## src/rtl/mips_ctrl_pkg.sv

```systemverilog
// Shared types and encodings for the MIPS-lite multicycle controller.
// Used by mc_aludec and mips_mc_ctrl.
package mips_ctrl_pkg;

  typedef enum logic [3:0] {
    FETCH,
    DECODE,
    MEMADR,
    MEMRD,
    MEMWB,
    MEMWR,
    RTYPE,
    ALUWB,
    BEQ,
    ADDI,
    ORI,
    IWB,
    JUMP,
    ILLEGAL
  } state_t;

  localparam logic [5:0] OP_RTYPE = 6'b000000;
  localparam logic [5:0] OP_LW    = 6'b100011;
  localparam logic [5:0] OP_SW    = 6'b101011;
  localparam logic [5:0] OP_BEQ   = 6'b000100;
  localparam logic [5:0] OP_ADDI  = 6'b001000;
  localparam logic [5:0] OP_ORI   = 6'b001101;
  localparam logic [5:0] OP_J     = 6'b000010;

  localparam logic [5:0] F_ADD = 6'b100000;
  localparam logic [5:0] F_SUB = 6'b100010;
  localparam logic [5:0] F_AND = 6'b100100;
  localparam logic [5:0] F_OR  = 6'b100101;
  localparam logic [5:0] F_SLT = 6'b101010;

  localparam logic [2:0] ALU_ADD = 3'b010;
  localparam logic [2:0] ALU_SUB = 3'b110;
  localparam logic [2:0] ALU_AND = 3'b000;
  localparam logic [2:0] ALU_OR  = 3'b001;
  localparam logic [2:0] ALU_SLT = 3'b111;

  localparam logic [1:0] AOP_ADD   = 2'b00;
  localparam logic [1:0] AOP_SUB   = 2'b01;
  localparam logic [1:0] AOP_FUNCT = 2'b10;
  localparam logic [1:0] AOP_OR    = 2'b11;

  localparam logic [1:0] SRCB_RT    = 2'b00;
  localparam logic [1:0] SRCB_FOUR  = 2'b01;
  localparam logic [1:0] SRCB_IMM   = 2'b10;
  localparam logic [1:0] SRCB_IMMSH = 2'b11;

  localparam logic [1:0] PC_ALU    = 2'b00;
  localparam logic [1:0] PC_ALUOUT = 2'b01;
  localparam logic [1:0] PC_JUMP   = 2'b10;

  typedef struct packed {
    logic       mem_req;
    logic       iord;
    logic       memwrite;
    logic       irwrite;
    logic       regdst;
    logic       memtoreg;
    logic       regwrite;
    logic       alusrca;
    logic [1:0] alusrcb;
    logic       imm_ext;
    logic [1:0] pcsrc;
    logic       pcwrite;
    logic       branch;
    logic       aluen;
    logic [1:0] aluop;
  } ctrl_t;

endpackage

```

## src/rtl/mc_aludec.sv

```systemverilog
// Combinational ALU-control decoder.
// aluop selects add, sub, or, or a funct-driven operation.
module mc_aludec
  import mips_ctrl_pkg::*;
(
  input  logic [1:0] aluop,
  input  logic [5:0] funct,
  output logic [2:0] alucontrol
);

  always_comb begin
    alucontrol = ALU_ADD;
    unique case (aluop)
      AOP_ADD: alucontrol = ALU_ADD;
      AOP_SUB: alucontrol = ALU_SUB;
      AOP_OR:  alucontrol = ALU_OR;
      default: begin
        unique case (1'b1)
          (funct == F_ADD): alucontrol = ALU_ADD;
          (funct == F_SUB): alucontrol = ALU_SUB;
          (funct == F_AND): alucontrol = ALU_AND;
          (funct == F_OR):  alucontrol = ALU_OR;
          (funct == F_SLT): alucontrol = ALU_SLT;
          default:          alucontrol = ALU_ADD;
        endcase
      end
    endcase
  end

endmodule

```

## src/rtl/mips_mc_ctrl.sv

```systemverilog
// Multicycle MIPS-lite control sequencer with memory-ready handshake.
// Define MIPS_CTRL_ILLEGAL_TRAP_EN to trap on illegal opcodes.
module mips_mc_ctrl
  import mips_ctrl_pkg::*;
#(
  parameter int MEM_WAIT_MAX = 15
) (
  input  logic       clk,
  input  logic       reset,
  input  logic [5:0] op,
  input  logic [5:0] funct,
  input  logic       zero,
  input  logic       mem_ready,
  output logic       mem_req,
  output logic       iord,
  output logic       memwrite,
  output logic       irwrite,
  output logic       regdst,
  output logic       memtoreg,
  output logic       regwrite,
  output logic       alusrca,
  output logic [1:0] alusrcb,
  output logic       imm_ext,
  output logic [1:0] pcsrc,
  output logic       pcen,
  output logic [2:0] alucontrol,
  output logic       mem_timeout,
  output logic       illegal_instr
);

  localparam int CW =
    (MEM_WAIT_MAX < 1) ? 1 : $clog2(MEM_WAIT_MAX + 1);

  state_t        state;
  state_t        state_n;
  ctrl_t         c;
  logic [CW-1:0] cnt;
  logic [2:0]    dec_alu;
  logic          timeout;

  always_ff @(posedge clk) begin
    if (!reset) state <= FETCH;
    else        state <= state_n;
  end

  always_comb begin
    state_n = state;
    unique case (state)
      FETCH:  if (mem_ready) state_n = DECODE;
      DECODE: begin
        unique case (1'b1)
          (op == OP_LW),
          (op == OP_SW):    state_n = MEMADR;
          (op == OP_RTYPE): state_n = RTYPE;
          (op == OP_BEQ):   state_n = BEQ;
          (op == OP_ADDI):  state_n = ADDI;
          (op == OP_ORI):   state_n = ORI;
          (op == OP_J):     state_n = JUMP;
          default:          state_n = ILLEGAL;
        endcase
      end
      MEMADR: state_n = (op == OP_LW) ? MEMRD : MEMWR;
      MEMRD:  if (mem_ready) state_n = MEMWB;
      MEMWB:  state_n = FETCH;
      MEMWR:  if (mem_ready) state_n = FETCH;
      RTYPE:  state_n = ALUWB;
      ALUWB:  state_n = FETCH;
      BEQ:    state_n = FETCH;
      ADDI:   state_n = IWB;
      ORI:    state_n = IWB;
      IWB:    state_n = FETCH;
      JUMP:   state_n = FETCH;
`ifdef MIPS_CTRL_ILLEGAL_TRAP_EN
      ILLEGAL: state_n = ILLEGAL;
`else
      ILLEGAL: state_n = FETCH;
`endif
      default: state_n = FETCH;
    endcase
  end

  always_comb begin
    c = '0;
    unique case (state)
      FETCH: begin
        c.mem_req = 1'b1;
        c.alusrcb = SRCB_FOUR;
        c.aluen   = 1'b1;
        c.aluop   = AOP_ADD;
        c.pcsrc   = PC_ALU;
        c.irwrite = mem_ready;
        c.pcwrite = mem_ready;
      end
      DECODE: begin
        c.alusrcb = SRCB_IMMSH;
        c.aluen   = 1'b1;
        c.aluop   = AOP_ADD;
      end
      MEMADR: begin
        c.alusrca = 1'b1;
        c.alusrcb = SRCB_IMM;
        c.aluen   = 1'b1;
        c.aluop   = AOP_ADD;
      end
      MEMRD: begin
        c.mem_req = 1'b1;
        c.iord    = 1'b1;
      end
      MEMWB: begin
        c.memtoreg = 1'b1;
        c.regwrite = 1'b1;
      end
      MEMWR: begin
        c.mem_req  = 1'b1;
        c.iord     = 1'b1;
        c.memwrite = 1'b1;
      end
      RTYPE: begin
        c.alusrca = 1'b1;
        c.alusrcb = SRCB_RT;
        c.aluen   = 1'b1;
        c.aluop   = AOP_FUNCT;
      end
      ALUWB: begin
        c.regdst   = 1'b1;
        c.regwrite = 1'b1;
      end
      BEQ: begin
        c.alusrca = 1'b1;
        c.alusrcb = SRCB_RT;
        c.aluen   = 1'b1;
        c.aluop   = AOP_SUB;
        c.pcsrc   = PC_ALUOUT;
        c.branch  = 1'b1;
      end
      ADDI: begin
        c.alusrca = 1'b1;
        c.alusrcb = SRCB_IMM;
        c.aluen   = 1'b1;
        c.aluop   = AOP_ADD;
      end
      ORI: begin
        c.alusrca = 1'b1;
        c.alusrcb = SRCB_IMM;
        c.imm_ext = 1'b1;
        c.aluen   = 1'b1;
        c.aluop   = AOP_OR;
      end
      IWB:  c.regwrite = 1'b1;
      JUMP: begin
        c.pcsrc   = PC_JUMP;
        c.pcwrite = 1'b1;
      end
      default: c = '0;
    endcase
  end

  mc_aludec u_aludec (
    .aluop      (c.aluop),
    .funct      (funct),
    .alucontrol (dec_alu)
  );

  // Counter only advances while a requested access is stalled.
  assign timeout = (MEM_WAIT_MAX != 0) && c.mem_req &&
                   (cnt == CW'(MEM_WAIT_MAX));

  always_ff @(posedge clk) begin
    if (!reset)
      cnt <= '0;
    else if (MEM_WAIT_MAX == 0 || !c.mem_req ||
             mem_ready || timeout)
      cnt <= '0;
    else
      cnt <= cnt + 1'b1;
  end

`ifdef MIPS_CTRL_ILLEGAL_TRAP_EN
  logic illegal_q;

  always_ff @(posedge clk) begin
    if (!reset)
      illegal_q <= 1'b0;
    else if (state_n == ILLEGAL)
      illegal_q <= 1'b1;
  end

  assign illegal_instr = illegal_q;
`else
  assign illegal_instr = 1'b0;
`endif

  assign mem_req     = c.mem_req;
  assign iord        = c.iord;
  assign memwrite    = c.memwrite;
  assign irwrite     = c.irwrite;
  assign regdst      = c.regdst;
  assign memtoreg    = c.memtoreg;
  assign regwrite    = c.regwrite;
  assign alusrca     = c.alusrca;
  assign alusrcb     = c.alusrcb;
  assign imm_ext     = c.imm_ext;
  assign pcsrc       = c.pcsrc;
  assign pcen        = c.pcwrite | (c.branch & zero);
  assign alucontrol  = c.aluen ? dec_alu : 3'b000;
  assign mem_timeout = timeout;

endmodule

```

## config.mk

```make
export PLATFORM = sky130hd
export DESIGN_NAME = mips_mc_ctrl
export DESIGN_NICKNAME = d
export VERILOG_FILES = /design/src/rtl/mips_ctrl_pkg.sv /design/src/rtl/mc_aludec.sv /design/src/rtl/mips_mc_ctrl.sv
export SDC_FILE = /design/constraint.sdc
export NUM_CORES = 1
export LEC_CHECK = 0
export CORE_MARGIN = 5
export CORE_UTILIZATION = 44
export DETAILED_ROUTE_END_ITERATION = 8
export HOLD_SLACK_MARGIN = 0.03
export PLACE_DENSITY_LB_ADDON = 0.25
export SYNTH_ARGS = -nofsm -noshare
export SYNTH_HDL_FRONTEND = slang
export SYNTH_HIERARCHICAL = 1
export SYNTH_SLANG_ARGS = --single-unit
```

## constraint.sdc

```tcl
create_clock -name clk -period 2.2 [get_ports clk]
set_input_delay 0.44 -clock clk [delete_from_list [all_inputs] [get_ports clk]]
set_output_delay 0.44 -clock clk [all_outputs]
set_load 0.02 [all_outputs]
```

Word-level counts from Yosys, hierarchy flattened:

Cells that the tools add are included.

* $add $sub $neg: 1
* equality and inequality tests: 28
* mux-type cells: 23
* bitwise gates (word level): 3
* reductions and logical operators: 17

Operators by type and width (count)
* $eq 6x6->1 const B: 6
* $pmux 4 s7: 1
* $eq 4x4->1 const B: 6
* $pmux 3 s4: 2
* $pmux 4 s6: 1
* $eq 4x3->1 const B: 4
* $eq 6x4->1 const B: 2
* $mux 4: 3
* $mux 1: 10
* $pmux 3 s3: 1
* $reduce_or 3->1: 3
* $eq 4x2->1 const B: 2
* $reduce_or 2->1: 4
* $eq 6x2->1 const B: 1
* $eq 6x3->1 const B: 1
* $logic_not 6->1: 1
* $mux 3: 2
* $ne 2x2->1 const B: 3
* $pmux 2 s3: 1
* $reduce_or 5->1: 1
* $add 4x1->4 const B: 1
* $eq 4x1->1 const B: 1
* $logic_not 4->1: 1
* $pmux 2 s2: 1
* other kinds (12): 13

* flip-flop bits (word level): 8
* input bits: 16
* output and inout port bits: 19

Depth between registers and ports, before layout:

Gate-level depths: netlist of the first run.

* word-level depth: 7
* depth in mapped cells: 7
* gate-level depth less buffers: 6

Cells and area by module:

Netlist of the first run, hierarchy kept.

By module, submodules not included
* mips_mc_ctrl: instances 1, cells an instance 113, area an instance 842.1 sq um
* mc_aludec: instances 1, cells an instance 10, area an instance 87.6 sq um

Worst setup path after synthesis of the first run:

Ideal clock, no wire load.

* path kind: register to output
* from: register state[1]
* to: output alucontrol[2]
* arrival time: 1.703 ns
* required time: 1.760 ns
* slack: 0.057 ns
* stages on the path, launching flop included: 8
* path buffers: 2
* path through: dfxtp_1 > buf_2 > buf_1 > inv_2 > nor3_1 > nand4bb_1 > o31ai_1 > and2_1

RTL lines
* from (decl): RTL line mips_mc_ctrl.sv:34 `state_t state;`
* from (signal assigned): RTL line mips_mc_ctrl.sv:43 `else state <= state_n;`
* to (decl): RTL line mips_mc_ctrl.sv:26 `output logic [2:0] alucontrol,`

Final worst setup path of the first run:

* from: input funct[1]
* to: output alucontrol[0]

* cells in the longest elaborated chain, start to end: 4

Ends and longest elaborated chain
* from (decl): RTL line mips_mc_ctrl.sv:11 `input logic [5:0] funct,`
* $eq 6x6->1 (on tied branches)
* $pmux 3 s4 (*): RTL line mc_aludec.sv:18 `unique case (1'b1)`
* $pmux 3 s3 (*): RTL line mc_aludec.sv:13 `unique case (aluop)`
* named net dec_alu[0]: RTL line mips_mc_ctrl.sv:38 `logic [2:0] dec_alu;`
* $mux 3 (*): RTL line mips_mc_ctrl.sv:205 `assign alucontrol = c.aluen ? dec_alu : 3'b000;`

Mark *: on every way through the listed nets, which the timed path passes. The rest lies on a longest branch.

==> results_dict.tcl, run 1 <==
set metrics [dict create \
    status "finished clean" \
    crit_path_start_kind "input pin" \
    grt_use_total_pct 17.6 \
    fin_crit_sh_pct 99.2 \
    io_buffers 33 \
    cts.sinks 8 \
    yosys_warnings 6 \
    finalMaxSlewViolations 0 \
    die_h_um 56.0 \
    postRouteAntennaNets 0 \
    timing.critical_path.cells "clkdlybuf4s50_1, nand4bb_1, a21oi_1, o21a_1, and2_1, buf_2" \
    die_w_um 56.0 \
    cap_violations 0 \
    r2r-start "state[0]" \
    cp.arrival_ns 1.74 \
    final_layout_size_suffix_gt1_share_pct 22.4 \
    fin_util_pct 68.4 \
    yosysTopAreaCellShare_pct 17.2 \
    finClkSkew_ns 0.00187 \
    grt_pass1_wl_mm 4.54 \
    rsz0062_at_grt "false" \
    place_area_mm2 0.00133 \
    overflow 0 \
    r2r_cells 5 \
    grt_pass1_vias 1064 \
    dominantRegCellSynth "dfxtp_1" \
    synth_area_leaders "dfxtp_1 (17%), nor2_1 (6.1%), nand4bb_1 (4.8%)" \
    ys_types 49 \
    vias 1099 \
    yosysSeqAreaShare_pct 17.2 \
    synth_edf_count 0 \
    synthToLayoutAreaGrowth_pct 45.9 \
    period_minus_slack_ns 2.18 \
    gp_congestion 0.907 \
    synth_cells 123 \
    wl_per_cell_um 14.7 \
    top_level_ports 35 \
    core_area_mm2 0.00198 \
    clk_latency_ns 0.26 \
    power.total_uw 837 \
    end_kind "output port" \
    timing.fmax_mhz 458 \
    antenna_found_initial 0 \
    worstPathRequired_ns 1.76 \
    hold_end "cnt[0]" \
    crit_type "in -> out" \
    holdCritPathClass "reg -> reg" \
    firstDrtPassIters 4 \
    placementRows 16 \
    crit_slowest_cell "clkdlybuf4s50_1" \
    timing.final.ws_setup_ns 0.0178 \
    p_leak_uw 0.000567 \
    clk_pin_slew_ns 0.05 \
    synth.largest_area_cell "dfxtp_1" \
    drc_errors 0 \
    wl_mm 2.76 \
    setup_tns_ns 0 \
    final_common_cell "clkdlybuf4s50_1" \
    syn_nets 140 \
    cts_tree "yes" \
    postSynth.asyncResetShare_pct 0 \
    slowest_delay_ns 0.49 \
    fin_area_mm2 0.00136 \
    cts.root.buffer_cell "clkbuf_4" \
    numCtsBuffers 3 \
    grt_max_degree 19 \
    holdPathStages 1 \
    nNetsFinal 180 \
    cts_buffer_depth 2 \
    place_ws_ns -0.353 \
    reg2reg_to "state[1]" \
    ir_worst_vdd_uv 485 \
    viasPerCell 5.85 \
    ys_seq_elements 8 \
    setup_viol 0 \
    htreeDepth 1 \
    final_cell_mix "clkdlybuf4s50_1 (16), buf_4 (15), nor2_1 (14)" \
    hold_viol 0 \
    synth_area_um2 930 \
    dieArea_mm2 0.00313 \
    drtIter0Drc 49 \
    crit_path_max_fanout 4 \
    power_density_mw_per_mm2 617 \
    min_from "cnt[0]" \
    hpwl_mm 2.12 \
    reg2reg_slack_ns 0.53 \
    n_antenna_cell 0 \
    synth.avg_cell_area_um2 7.56 \
    start_util_pct 46.9 \
]
synth_stat cells, drive strengths merged, types with 2 or more instances:
| cell type | n |
|---|---|
| a2111oi | 2 |
| a21oi | 4 |
| a22oi | 2 |
| and2 | 3 |
| buf | 11 |
| clkbuf | 2 |
| dfxtp | 8 |
| inv | 4 |
| nand2 | 6 |
| nand2b | 5 |
| nand3 | 2 |
| nand3b | 2 |
| nand4bb | 4 |
| nor2 | 15 |
| nor2b | 5 |
| nor3 | 8 |
| o211a | 2 |
| o21a | 3 |
| o21ai | 7 |
| o221ai | 2 |
| o31ai | 3 |
| xnor2 | 5 |
metrics by stage:
stage / cells / hold WS (ns)
after floorplan: 123 / 0.458
after global placement: 185 / 0.472
after detailed placement: 185 / 0.486
after CTS: 188 / 0.495
after global routing: 188 / 0.514
final: 188 / 0.497
per-layer routing:
layer	up-vias	share of wire [%]	GRT usage, %
li1	522	-	-
met1	505	40	19.0
met2	57	50	32.1
met3	15	7.0	4.87
met4	0	3.0	6.78
met5	-	0	0
registers in the layout (all words and copies together) (netlist names):
| signal | flops |
|---|---|
| cnt | 4 |
| state | 4 |
report_power, final:
group / switching, uW / leakage [uW] / internal (uW)
Combinational: 297 / 0.000488 / 240
Clock: 51.9 / 0.0000138 / 62.5
Sequential: 22.5 / 0.0000651 / 163
critical path, delay by kind of cell:
family	cells	cell delay, ns
and+or+nand+nor	2	0.35
AOI/OAI and AO/OA	2	0.31
buffers and inverters	2	0.65
cell families (layout without fill, tap and decap cells):
logic type | after synthesis | count (layout) | share of synthesized area, %
flip-flops | 8 | 8 | 17.2
multiplexers | 1 | 1 | 1.08
AO/OA/AOI/OAI | 30 | 30 | 25.8
other | 1 | 1 | 0.403
AND/OR/NAND/NOR | 60 | 60 | 39.2
XOR/XNOR | 5 | 5 | 5.52
adder cells (fa/ha/maj) | 1 | 1 | 1.35
buffers and inverters | 17 | 55 | 9.42
cell type report:
type                    instances  area [um2]
multi-input cells              98         704
fillers                       167         626
repair buffers                 48         420
flip-flops and latches          8         160
well taps                      27        33.8
clock buffers                   3        22.5
inverters                       4        15.0
how the worst max path moves through the flow:
stage	from	to	slack [ns]	cells after the start
3_3_place_gp	funct[1]	alucontrol[0]	-0.29	6
4_1_cts	funct[2]	alucontrol[2]	0.01	5
6_report	funct[1]	alucontrol[0]	0.02	6
3_5_place_dp	funct[1]	alucontrol[0]	-0.35	6
5_1_grt	state[1]	alusrcb[1]	0.006	4
2_1_floorplan	state[1]	alucontrol[2]	0.06	7
repair_timing:
action                                  in CTS  in global routing
endpoints found under the setup margin      15                  4
hold buffers                                 0                  0
gates resized for setup                     21                 10
buffers inserted                             0                  0
endpoints found under the hold margin        0                  0
Note: power is estimated with default switching activity, not from simulation.
==> run 2: changes to the inputs <==
--- a/config.mk
+++ b/config.mk
@@ -9,7 +9,8 @@
 export CORE_UTILIZATION = 44
 export DETAILED_ROUTE_END_ITERATION = 8
 export HOLD_SLACK_MARGIN = 0.03
-export PLACE_DENSITY_LB_ADDON = 0.25
+export PLACE_DENSITY = 0.78
+export RECOVER_POWER = 50
 export SYNTH_ARGS = -nofsm -noshare
 export SYNTH_HDL_FRONTEND = slang
 export SYNTH_HIERARCHICAL = 1
==> run 2 against run 1 <==
Against the previous run: clock skew increased by 0.0018 ns; setup slack better by 0.041 ns; register-to-register slack improved by 0.02 ns; wire length down 4.4%; largest power group unchanged; cell count unchanged; fmax increased by 1.9%.
==> results_dict.tcl, run 2 (synthesis gave the netlist of run 1 again) <==
set metrics [dict create \
    grt_max_degree 19 \
    grt_pass1_vias 1027 \
    dieArea_mm2 0.00313 \
    clk_pin_slew_ns 0.06 \
    setup_tns_ns 0 \
    end_kind "output port" \
    nFillCells 178 \
    largest_registers "cnt: 4 flops, state: 4 flops" \
    crit_path_max_fanout 17 \
    synthToLayoutAreaGrowth_pct 40.8 \
    slowest_delay_ns 0.62 \
    cts_buffer_depth 2 \
    numCtsBuffers 3 \
    cp_num_cells 5 \
    wl_per_cell_um 14.0 \
    holdPathStages 1 \
    setup_viol 0 \
    final_cell_mix "clkdlybuf4s50_1 (16), buf_4 (15), nor2_1 (14)" \
    finClkSkew_ns 0.00369 \
    top_level_ports 35 \
    post_cts_buffers 0 \
    cp.arrival_ns 1.70 \
    r2r-start "state[1]" \
    cts_tree "yes" \
    firstDrtPassIters 4 \
    drc_errors 0 \
    cts.sinks 8 \
    finalMaxSlewViolations 0 \
    holdCritPathClass "reg -> reg" \
    drtIter0Drc 18 \
    final_common_cell "clkdlybuf4s50_1" \
    wl_mm 2.64 \
    antenna_found_initial 0 \
    r2r_cells 5 \
    timing.critical_path.cells "buf_4, nand2_1, o21ai_1, a21oi_1, clkdlybuf4s50_1" \
    period_minus_slack_ns 2.14 \
    postRouteAntennaNets 0 \
    die_w_um 56.0 \
    gp_congestion 0.820 \
    fin_crit_sh_pct 97.3 \
    min_from "cnt[0]" \
    worstPathRequired_ns 1.76 \
    reg2reg_to "state[1]" \
    rsz0062_at_grt "false" \
    cts.root.buffer_cell "clkbuf_4" \
    grt_use_total_pct 16.9 \
    nNetsFinal 180 \
    cap_violations 0 \
    n_antenna_cell 0 \
    power.total_uw 825 \
    hold_viol 0 \
    hpwl_mm 2.13 \
    cp.buffers_inverters 2 \
    crit_path_start_kind "flop" \
    placed_cells 185 \
    reg2reg_slack_ns 0.55 \
    placementRows 16 \
    viasPerCell 5.64 \
    overflow 0 \
    crit_type "reg -> out" \
    ir_worst_vdd_uv 561 \
    finalNonFillerCells 188 \
    timing.fmax_mhz 467 \
    crit_slowest_cell "clkdlybuf4s50_1" \
    cp_top_family "buffers and inverters" \
    cts_hold_buf 0 \
    die_h_um 56.0 \
    power_density_mw_per_mm2 630 \
    cp-startpoint "state[2]" \
    start_util_pct 46.9 \
    htreeDepth 1 \
    core_area_mm2 0.00198 \
    status "finished clean" \
    final_layout_size_suffix_gt1_share_pct 21.7 \
    clk_latency_ns 0.25 \
    p_leak_uw 0.000510 \
    grt_pass1_wl_mm 4.51 \
    io_buffers 33 \
    vias 1061 \
    hold_end "cnt[0]" \
]
[run 2: cell count changes in the layout (fill, tap and decap cells not counted), moves of 2 or more]
cell / previous run / this run
clkbuf_1: 0 / 2
dlygate4sd3_1: 0 / 2
dlygate4sd2_1: 11 / 9
dlymetal6s2s_1: 2 / 0
[run 2: cell type report]
type | instances | area, um2 | area share [%]
clock buffer | 3 | 22.5 | 1.72
inverter | 4 | 15.0 | 1.15
multi-input combinational | 98 | 671 | 51.2
sequential | 8 | 161 | 12.3
tap | 27 | 33.8 | 2.58
timing repair buffer | 48 | 405 | 31.0
[run 2: worst register-to-register path, stage by stage, from the launching register on]
cell	delay, ns
dfxtp_1	0.35
buf_4	0.24
xnor2_2	0.16
mux2i_2	0.12
or3b_1	0.48
o221ai_1	0.21
[run 2: metal layers]
layer | track usage [%] | share of wire (%) | vias to the layer above
met4 | 4.07 | 1.7 | 0
li1 | - | - | 522
met2 | 29.9 | 51 | 46
met1 | 20.3 | 41 | 487
met3 | 3.94 | 6.5 | 6
met5 | 0 | 0 | -
[run 2: power by group]
| part | total, uW | internal [uW] | switching (uW) |
|---|---|---|---|
| clock | 111 | 62.4 | 48.7 |
| combinational | 526 | 238 | 288 |
| sequential | 188 | 165 | 23.1 |
| total | 825 | 465 | 359 |
[run 2: stage by stage]
step / hold WS (ns) / instance area (um2) / utilization [%] / setup slack, ns
6_report: 0.494 / 1310 / 66.0 / 0.0585
5_1_grt: 0.512 / 1310 / 66.0 / 0.00484
4_1_cts: 0.499 / 1350 / 68.2 / 0.00869
3_5_place_dp: 0.482 / 1330 / 67.3 / -0.346
3_3_place_gp: 0.472 / 1330 / 67.3 / -0.284
2_1_floorplan: 0.458 / 930 / - / 0.0570
[run 2: worst max path at each step]
stage	end	slack, ns
5_1_grt	alusrca	0.005
4_1_cts	alucontrol[0]	0.009
2_1_floorplan	alucontrol[2]	0.06
3_5_place_dp	alucontrol[0]	-0.35
6_report	alusrca	0.06
3_3_place_gp	alucontrol[0]	-0.28
[run 2: timing repair]
item                       4_1_cts  5_1_grt
cloned                           0        0
gates resized for setup         19       11
setup endpoints to repair       13        7
==> run 3: changes to the inputs <==
--- a/config.mk
+++ b/config.mk
@@ -9,7 +9,7 @@
 export CORE_UTILIZATION = 44
 export DETAILED_ROUTE_END_ITERATION = 8
 export HOLD_SLACK_MARGIN = 0.03
-export PLACE_DENSITY = 0.78
+export PLACE_DENSITY = 0.8
 export RECOVER_POWER = 50
 export SYNTH_ARGS = -nofsm -noshare
 export SYNTH_HDL_FRONTEND = slang
==> run 3 against run 2 <==
Against the previous run: flip-flop and latch count stayed put; core utilization is 0.57 points higher; setup slack worse by 0.013 ns; final area is 0.86% higher; sequential power hardly changed; combinational power is 2% lower; critical path type is now in -> out; largest cell class unchanged.
==> results_dict.tcl, run 3 (synthesis gave the netlist of run 1 again) <==
set metrics [dict create \
    status "finished clean" \
    place_ws_ns -0.323 \
    numCtsBuffers 3 \
    crit_path_start_kind "input pin" \
    grt_max_degree 19 \
    htreeDepth 1 \
    routed.top_layer "met4" \
    cts.root.buffer_cell "clkbuf_4" \
    r2r_cells 5 \
    core_area_mm2 0.00198 \
    start_util_pct 46.9 \
    cap_violations 0 \
    nNetsFinal 181 \
    cts_buffer_depth 2 \
    firstDrtPassIters 4 \
    fin_crit_sh_pct 97.9 \
    final_layout_size_suffix_gt1_share_pct 20.4 \
    wl_mm 2.68 \
    hold_viol 0 \
    cp.buffers_inverters 2 \
    clk_latency_ns 0.25 \
    antenna_found_initial 0 \
    die_w_um 56.0 \
    reg2reg_to "state[1]" \
    wl_met1_mm 1.12 \
    slowest_delay_ns 0.49 \
    worstPathRequired_ns 1.76 \
    end_kind "output port" \
    nFillCells 173 \
    finalNonFillerCells 189 \
    timing.critical_path.cells "clkdlybuf4s50_1, nand4bb_1, a21oi_1, o21a_1, and2_1, buf_2" \
    holdWs_ns 0.488 \
    rsz0062_at_grt "false" \
    gp_congestion 0.849 \
    cp-endpoint "alucontrol[0]" \
    holdCritPathClass "reg -> reg" \
    timing.final.ws_setup_ns 0.0451 \
    overflow 0 \
    power.total_uw 819 \
    cp_num_cells 6 \
    wl_met2_mm 1.39 \
    cts.sinks 8 \
    cp-startpoint "funct[1]" \
    placed_cells 185 \
    ir_worst_vdd_uv 451 \
    seqCellArea_um2 161 \
    crit_slowest_cell "clkdlybuf4s50_1" \
    die_h_um 56.0 \
    wl_met3_um 148 \
    largest_registers "cnt: 4 flops, state: 4 flops" \
    grt_use_total_pct 17.0 \
    setup_viol 0 \
    cts_tree "yes" \
    cp_top_family "buffers and inverters" \
    grt_pass1_wl_mm 4.36 \
    grt_pass1_vias 980 \
    n_antenna_cell 0 \
    wl_per_cell_um 14.2 \
    r2r-start "state[2]" \
    reg2reg_slack_ns 0.55 \
    hpwl_mm 2.08 \
    final_common_cell "clkdlybuf4s50_1" \
    vias 1066 \
    crit_type "in -> out" \
    dieArea_mm2 0.00313 \
    power_density_mw_per_mm2 621 \
    timing.fmax_mhz 464 \
    drc_errors 0 \
    cp.arrival_ns 1.71 \
    viasPerCell 5.64 \
    clk_pin_slew_ns 0.06 \
    final_cell_mix "clkdlybuf4s50_1 (16), nor2_1 (14), buf_4 (14)" \
    finalMaxSlewViolations 0 \
    io_buffers 33 \
    multi_input_area_um2 674 \
    postRouteAntennaNets 0 \
    synthToLayoutAreaGrowth_pct 42.0 \
    top_level_ports 35 \
    placementRows 16 \
    drtIter0Drc 20 \
    period_minus_slack_ns 2.15 \
    finClkSkew_ns 0.000242 \
    crit_path_max_fanout 4 \
    p_leak_uw 0.000542 \
]
==> run 3: changes by cell type in the layout (fill, tap and decap cells not counted), sizes merged <==
cell	change
buf	+1
dlygate4sd2	+1
dlygate4sd3	-1
dlymetal6s2s	+1
clkdlybuf4s15	-1
==> run 3: layer usage <==
layer	GRT usage (%)	up-vias
met4	2.03	0
li1	-	532
met3	4.18	4
met2	31.2	38
met5	0	-
met1	20.3	492
==> run 3: how the worst min path moves through the flow <==
stage | startpoint | cells past startpoint | slack [ns] | end
after floorplan | cnt[3] | 2 | 0.46 | cnt[3]
after global placement | cnt[3] | 2 | 0.47 | cnt[3]
after detailed placement | cnt[3] | 2 | 0.49 | cnt[3]
after CTS | cnt[3] | 2 | 0.49 | cnt[3]
after global routing | cnt[0] | 1 | 0.52 | cnt[0]
final | cnt[3] | 2 | 0.49 | cnt[3]
==> run 3: area by class of cell <==
type	instances	share of cell area [%]
timing repair buffer	49	31.3
multi-input combinational	98	51.1
clock buffer	3	1.71
sequential	8	12.2
inverter	4	1.14
tap	27	2.56
==> run 3: worst reg2reg max path, delay by kind of cell (launching register included) <==
family	cells	cell delay [ns]
compound gates	1	0.22
buf+inv	2	0.35
flops	1	0.34
mux	1	0.18
simple gates	1	0.48
==> run 3: stage by stage <==
stage / instance area, um2 / utilization (%) / setup TNS [ns]
floorplan: 930 / - / 0
global placement: 1330 / 67.3 / -0.881
detailed placement: 1330 / 67.3 / -0.985
CTS: 1350 / 68.2 / 0
global route: 1320 / 66.6 / 0
finish: 1320 / 66.6 / 0
==> run 3: timing repair <==
item	4_1_cts	5_1_grt
cloned	0	0
setup buffers	0	1
pin swaps	0	1
setup endpoints to repair	14	7
hold buffers	0	0
gates resized for setup	19	11
==> run 3: report_power, final <==
group / leakage [uW] / internal (uW) / switching, uW / total, uW
Combinational: 0.000463 / 228 / 285 / 513
Sequential: 0.0000654 / 165 / 26.2 / 191
Clock: 0.0000138 / 62.6 / 52.2 / 115
Total: 0.000542 / 455 / 364 / 819
